`config.mk`:
```
export PLATFORM = sky130hd
export DESIGN_NAME = cache_controller
export DESIGN_NICKNAME = d
export VERILOG_FILES = /design/src/rtl/cache_pkg.sv /design/src/rtl/cache_stat_counter.sv /design/src/rtl/cache_controller.sv
export SDC_FILE = /design/constraint.sdc
export NUM_CORES = 1
export LEC_CHECK = 0
export CORE_MARGIN = 4
export CORE_UTILIZATION = 37
export CTS_CLUSTER_DIAMETER = 150
export DETAILED_ROUTE_END_ITERATION = 8
export MAX_ROUTING_LAYER = met4
export PLACE_DENSITY = 0.7
export SLEW_MARGIN = 20
export SYNTH_ARGS = -nofsm -noshare
export SYNTH_HDL_FRONTEND = slang
export SYNTH_SLANG_ARGS = --single-unit
export TNS_END_PERCENT = 20
```
`constraint.sdc`:
```
create_clock -name clk -period 7.3 [get_ports clk]
set_clock_uncertainty 0.2 [all_clocks]
set_input_delay 1.46 -clock clk [delete_from_list [all_inputs] [get_ports clk]]
set_output_delay 1.46 -clock clk [all_outputs]
set_load 0.005 [all_outputs]
```
`src/rtl/cache_pkg.sv`:
```
`default_nettype none
// ============================================================================
// Module   : cache_pkg
// Brief    : Shared types and geometry of the 64-line direct-mapped,
//            128-bit-block cache controlled by cache_controller.
// Revision : 1.0 - initial release
// ============================================================================
package cache_pkg;

  // Cache geometry
  localparam int BLOCKS     = 64;
  localparam int WORDS      = 4;
  localparam int WORD_SIZE  = 32;
  localparam int BLOCK_SIZE = 128;

  // Controller FSM states
  typedef enum logic [2:0] {
    IDLE      = 3'd0,
    COMPARE   = 3'd1,
    WRITEBACK = 3'd2,
    ALLOCATE  = 3'd3,
    REFILL    = 3'd4,
    DONE      = 3'd5,
    ERR       = 3'd6
  } cc_state_t;

endpackage : cache_pkg
`default_nettype wire

```
`src/rtl/cache_stat_counter.sv`:
```
`default_nettype none
// ============================================================================
// Module   : cache_stat_counter
// Brief    : Saturating statistics counter; sticks at all-ones.
// Revision : 1.0 - initial release
// ============================================================================
module cache_stat_counter #(
  parameter int CNT_W = 32
) (
  input  logic             clk,
  input  logic             rst,
  input  logic             i_inc,
  output logic [CNT_W-1:0] o_count
);

  logic [CNT_W-1:0] r_count;

  // Count increments until the counter is full, then hold
  always_ff @(posedge clk or posedge rst) begin
    if (rst) begin
      r_count <= '0;
    end else if (i_inc && (r_count != '1)) begin
      r_count <= r_count + CNT_W'(1);
    end
  end

  assign o_count = r_count;

endmodule : cache_stat_counter
`default_nettype wire

```
`src/rtl/cache_controller.sv`:
```
`default_nettype none
// ============================================================================
// Module   : cache_controller
// Brief    : Main FSM of the direct-mapped cache. Sequences hit check,
//            dirty writeback, block refill and retry; runs the memory
//            request/ack handshake with timeout; keeps hit/miss statistics.
// Revision : 1.0 - initial release
// ============================================================================
module cache_controller
  import cache_pkg::*;
#(
  parameter int MEM_TIMEOUT = 256,
  parameter int CNT_W       = 32
) (
  input  logic             clk,
  input  logic             rst,
  // CPU side
  input  logic             cpu_valid,
  input  logic             cpu_req_type,
  output logic             cpu_done,
  output logic             cpu_err,
  output logic             cpu_busy,
  // Datapath side
  input  logic             hit,
  input  logic             dirty_bit,
  output logic             req_type,
  output logic             read_en_cache,
  output logic             write_en_cache,
  output logic             refill,
  // Memory side
  output logic             mem_read_req,
  output logic             mem_write_req,
  input  logic             mem_ack,
  // Statistics
  output logic [CNT_W-1:0] hit_count,
  output logic [CNT_W-1:0] miss_count
);

  // Wait counter only has to represent 0 .. MEM_TIMEOUT-1
  localparam int              TO_W      = (MEM_TIMEOUT < 2) ? 1 : $clog2(MEM_TIMEOUT);
  localparam logic [TO_W-1:0] c_to_last = TO_W'((MEM_TIMEOUT > 0) ? (MEM_TIMEOUT - 1) : 0);
  localparam bit              c_to_en   = (MEM_TIMEOUT > 0);

  cc_state_t       r_state;
  logic            r_req_type;
  logic            r_first;
  logic [TO_W-1:0] r_to_cnt;

  logic            w_timeout;
  logic            w_hit_inc;
  logic            w_miss_inc;

  // The last permitted waiting cycle has been used up
  assign w_timeout  = c_to_en && (r_to_cnt == c_to_last);

  // Only the first compare of a request is a statistic; the retry after refill is not
  assign w_hit_inc  = (r_state == COMPARE) && r_first && hit;
  assign w_miss_inc = (r_state == COMPARE) && r_first && !hit;

  // Controller FSM with inline memory-wait timeout
  always_ff @(posedge clk or posedge rst) begin
    if (rst) begin
      r_state    <= IDLE;
      r_req_type <= 1'b0;
      r_first    <= 1'b0;
      r_to_cnt   <= '0;
    end else begin
      case (r_state)
        IDLE: begin
          if (cpu_valid) begin
            r_req_type <= cpu_req_type;
            r_first    <= 1'b1;
            r_state    <= COMPARE;
          end
        end
        COMPARE: begin
          r_first <= 1'b0;
          if (hit) begin
            r_state <= DONE;
          end else begin
            r_to_cnt <= '0;
            r_state  <= dirty_bit ? WRITEBACK : ALLOCATE;
          end
        end
        WRITEBACK: begin
          // An ack in the timeout cycle still completes the transfer
          if (mem_ack) begin
            r_to_cnt <= '0;
            r_state  <= ALLOCATE;
          end else if (w_timeout) begin
            r_state <= ERR;
          end else begin
            r_to_cnt <= r_to_cnt + TO_W'(1);
          end
        end
        ALLOCATE: begin
          if (mem_ack) begin
            r_state <= REFILL;
          end else if (w_timeout) begin
            r_state <= ERR;
          end else begin
            r_to_cnt <= r_to_cnt + TO_W'(1);
          end
        end
        REFILL:  r_state <= COMPARE;
        DONE:    r_state <= IDLE;
        ERR:     r_state <= IDLE;
        default: r_state <= IDLE;
      endcase
    end
  end

  // Output decode from the registered state. Write enable in COMPARE also
  // qualifies on the datapath tag match so a write hit lands in the same
  // cycle it is detected, without an extra state.
  assign cpu_busy       = (r_state != IDLE);
  assign cpu_done       = (r_state == DONE) || (r_state == ERR);
  assign cpu_err        = (r_state == ERR);
  assign req_type       = r_req_type;
  assign read_en_cache  = (r_state == COMPARE);
  assign write_en_cache = ((r_state == COMPARE) && r_req_type && hit) || (r_state == REFILL);
  assign refill         = (r_state == REFILL);
  assign mem_write_req  = (r_state == WRITEBACK);
  assign mem_read_req   = (r_state == ALLOCATE);

  cache_stat_counter #(.CNT_W(CNT_W)) u_hit_cnt (
    .clk     (clk),
    .rst     (rst),
    .i_inc   (w_hit_inc),
    .o_count (hit_count)
  );

  cache_stat_counter #(.CNT_W(CNT_W)) u_miss_cnt (
    .clk     (clk),
    .rst     (rst),
    .i_inc   (w_miss_inc),
    .o_count (miss_count)
  );

endmodule : cache_controller
`default_nettype wire

```
# Word-level counts from Yosys, hierarchy flattened
# Index checks and enable logic that the tools add are counted.
# totals
output_inout_bits	73
romBits	0
input_bits	7
mem_count	0
register_bits	77
latch_bits	0
word_cells	52
mem_bits_rw	0
# op_classes
reduce_logical	17
muxes	14
n_lt_le_gt_ge	0
shift	0
div_mod_pow	0
bitwise_logic	0
n_mul	0
eq_ne	12
n_addsub	3
# op_table
operator	count
$add A32 B1 Y32 const B	2
$ne A32 B32 Y1 const B	2
$mux W8	4
$pmux W8 S3	1
$mux W3	5
$pmux W3 S5	1
$eq A3 B3 Y1 const B	3
$add A8 B1 Y8 const B	1
$eq A8 B8 Y1 const B	1
$logic_and A1 B1 Y1	7
$eq A3 B2 Y1 const B	2
$ne A2 B2 Y1 const B	3
$reduce_bool A3 Y1	2
$reduce_and A2 Y1	2
$eq A3 B1 Y1 const B	1
$logic_not A3 Y1	1
$reduce_and A3 Y1	1
$logic_or A1 B1 Y1	2
$mux W1	2
$pmux W1 S2	1
$reduce_bool A2 Y1	1
$logic_not A1 Y1	1

# Longest topological paths before layout
# logic_depth
depth_word	4
depth_mapped	8
depth_no_buf	6

# Modules after synthesis
# A second synthesis with hierarchy kept.
# hier_totals
cells_unflattened	373
area_unflattened_um2	3940.0
# by_module_without_submodules
mod	seq_area_each_um2	cells_per_inst	instances	area_per_inst_um2
cache_stat_counter	800.8	139	2	1561.5
cache_controller	325.3	95	1	817.0

# Worst setup path before layout
# No wires, ideal clock.
# synth_timing
path_type	input to register
from	input port hit
to	register u_miss_cnt.r_count[11] (netlist: u_miss_cnt.o_count[11])
setup_ns	0.123
slack_ns	3.768
n_path_buf	1
cell_stages	6
t_required_ns	6.977
t_arrival_ns	3.209
cell_sequence	or4b_4 -> or4_1 -> buf_2 -> a311oi_4 -> nand4_1 -> xnor2_1
# synth_via
elab_chain_cells	3
# synth_lines
item	line_no	rtl
from (decl)	cache_controller.sv:24	input logic hit,
$logic_not A1 Y1	cache_controller.sv:58	assign w_miss_inc = (r_state == COMPARE) && r_first && !hit;
$logic_and A1 B1 Y1	cache_controller.sv:58	
$logic_and A1 B1 Y1	cache_stat_counter.sv:22	end else if (i_inc && (r_count != '1)) begin
to (signal assigned)	cache_stat_counter.sv:23	r_count <= r_count + CNT_W'(1);
to (decl)	cache_stat_counter.sv:16	logic [CNT_W-1:0] r_count;
# No other way between the ends.
# A chain may end at the register's enable or synchronous reset.

# Worst setup path in the final report
# layout_timing
from	input port hit
to	output port write_en_cache
# layout_via
elab_chain_cells	2
# layout_lines
item	line_no	rtl
$logic_and A1 B1 Y1	cache_controller.sv:121	assign write_en_cache = ((r_state == COMPARE) && r_req_type && hit) || (r_state == REFILL);
$logic_or A1 B1 Y1	cache_controller.sv:121	
to (decl)	cache_controller.sv:28	output logic write_en_cache,
# No other way between the ends.

==> flow_summary.yaml <==
status:
  run_status: "complete, no violations"
cts:
  numCtsBuffers: 9
  clk_pin_slew_worst_paths_ns: 0.08
  cts_hold_buf: 0
  clock-sinks: 77
  clk_path_buf_depth: 2
  worst_skew_pair.late_latency_ns: 0.34
  postCtsSetupBuffers: 0
  cts-root-buf: "clkbuf_8"
  htreeDepth: 3
  cts_resized: 0
  cts_tree: "built"
floorplan:
  row_count: 36
  die_area_um2: 12100
  coreArea_um2: 9910
  start_util_pct: 38.7
  die_y_um: 110
  io_pins: 80
  dieWidth_um: 110
sta:
  fmax_ghz: 0.224
  tns_ns: 0
  worst_slack_ns: 2.84
  fin_crit_ns: 4.46
  worst_pin_slew_ns: 1.00
  finalCritPeriodShare_pct: 61.1
  slew_headroom_pct: 32.6
  hold_violations: 0
  finalSetupViolations: 0
  rsz0062_at_grt: "false"
  maxSlewViolCount: 0
yosys:
  yosys-top-cells-area: "dfrtp_1 50%, xnor2_1 8.2%, xor2_1 6.6%"
  synth_top_area_cell: "dfrtp_1"
  synthesis.nets: 381
  avgSynthCellArea_um2: 10.3
  ys.warnings.count: 0
  seq_area_frac_synth_pct: 50.3
  synth_cell_type_count: 39
  syn_area_um2: 3830
  syn_inst: 371
  ys_seq_elements: 77
  yosysTopAreaCellShare_pct: 50.3
setup_path:
  critPathKind: "in -> out"
  required_ns: 5.64
  path_cells: "clkdlybuf4s50_1, a31o_2, clkdlybuf4s50_1"
  critPathLaunch: "hit"
  crit_arrival_ns: 2.80
  crit_fanout: 7
  max_stage_delay_ns: 0.64
  crit_path_end_kind: "output port"
  cp_slowest_cell: "clkdlybuf4s50_1"
  r2r_start: "r_state[1]"
  worst_setup_path_start_kind: "input pin"
  crit_path_frequent_cell: "clkdlybuf4s50_1"
detailed_routing:
  wl_per_cell_um: 14.8
  drt-met1-wl_um: 4100
  dr.max_layer_used: "met4"
  routed_wl_um: 8720
  vias: 3054
  routed_via_density: 5.17
  wl_met3_um: 369
  drc: 0
  detail_route.first_pass.iterations: 4
  antenna_left: 0
  routed-wl-met2_um: 4100
  first_iter_violations: 137
hold_path:
  min-delay-path-class: "reg -> reg"
  min_from: "u_hit_cnt.o_count[8]"
run:
  cap_violations: 0
placement:
  io_buffers: 79
  pre_cts_slack_ns: 2.85
  dp_hpwl_um: 6450
  place_congestion: 0.865
power_and_ir_drop:
  vdd_drop_max_mv: 0.101
  total_power_w: 0.00112
  leakage_nw: 2.13
  pwr_density_cell_nw_per_um2: 225
global_routing:
  globalRouteTotalUtil_pct: 15.4
  antenna_found_initial: 0
  grt_pass1_wl_um: 14400
  grt_pass1_vias: 2907
  grt_overflow: 0
  grt_max_degree: 78
cells_and_area:
  diodes: 0
  post_route_cells_drive_above_1_share_pct: 5.24
  syn_to_final_growth_pct: 29.5
  fillers: 906
  fin_nets: 463
==> synth_stat cells (all sizes together) <==
cell type  count
o211ai         1
dfrtp         77
nor3b          1
inv            5
or4b           1
o31a           1
clkbuf         7
o21ai          3
xor2          29
nand3         34
a31oi          4
nor3          12
and2           9
and4          14
o311ai         1
or4            2
a21oi          8
ha             3
mux2i          2
a21o           1
nand3b         1
and3          16
mux2           3
nor4           3
nand2         28
nand2b         2
o32a           1
a31o           1
a2111oi        1
or3            1
a211oi         2
nand4         23
o31ai          1
nor2          30
xnor2         36
a311oi         1
buf            2
nor2b          4
==> where the power goes <==
part	switching [W]	internal, W	leakage (nW)
combinational	0.000128	0.000134	0.974
sequential	0.0000627	0.000466	1.06
clock	0.000149	0.000177	0.104
total	0.000340	0.000777	2.13
==> logic make-up (layout without fill, tap and decap cells) <==
group	after synthesis	count (layout)	share of synthesized area, %
XOR/XNOR	65	65	14.8
flip-flops	77	77	50.3
buffers and inverters	14	101	1.60
AO/OA/AOI/OAI	26	26	5.42
AND/OR/NAND/NOR	181	181	25.5
multiplexers	5	5	1.40
adder cells (fa/ha/maj)	3	3	0.979
==> worst max-delay path: cells and delay by family <==
kind	cells	cell delay (ns)
AOI/OAI and AO/OA	1	0.20
buffers and inverters	2	1.13
==> stage by stage <==
step | hold WS [ns] | instances | util (%) | instance area, µm²
after floorplan | 0.277 | 371 | - | 3830
after global placement | 0.276 | 575 | 48.0 | 4760
after detailed placement | 0.289 | 575 | 48.0 | 4760
after CTS | 0.301 | 591 | 50.1 | 4960
after global routing | 0.320 | 591 | 50.1 | 4960
final | 0.297 | 591 | 50.1 | 4960
==> flip-flops by register name, indices dropped and copies added (netlist names) <==
register	count
r_first	1
r_state	3
r_to_cnt	8
req_type	1
u_hit_cnt.o_count	32
u_miss_cnt.o_count	32
==> final timing paths <==
path / endpoint / slack, ns / cells past startpoint
max: write_en_cache / 2.84 / 3
min: u_hit_cnt.o_count[8] / 0.30 / 1
max reg2reg: u_miss_cnt.o_count[24] / 4.43 / 5
min reg2reg: u_hit_cnt.o_count[8] / 0.30 / 1
max in group asynchronous: r_to_cnt[4] / 4.75 / 3
min in group asynchronous: u_miss_cnt.o_count[14] / 1.53 / 3
==> layer usage <==
layer / track usage [%] / vias to the layer above
met5: - / -
met4: 5.97 / 0
met3: 2.82 / 13
met2: 23.2 / 62
met1: 20.7 / 1488
li1: - / 1491
==> placed cells by master (no fill, tap or decap), drive strengths merged, types with 3 or more instances in the layout <==
cell,count
a31oi,4
and4,14
clkdlybuf4s50,79
mux2,3
a21oi,8
xor2,29
o21ai,3
inv,5
ha,3
nor2,30
nand3,34
clkbuf,13
nand4,23
nor4,3
and2,9
nor3,12
xnor2,36
nor2b,4
dfrtp,77
and3,16
nand2,28
==> layout make-up <==
type                       instances  area (µm²)  share of cell area, %
timing repair buffer              80         798                   16.1
tap                              133         166                   3.35
sequential                        77        1930                   38.8
clock inverter                     3        43.8                  0.882
multi-input combinational        280        1850                   37.3
inverter                           5        18.8                  0.378
clock buffer                      13         159                   3.20
No activity file was read; power rests on OpenSTA's default activity.
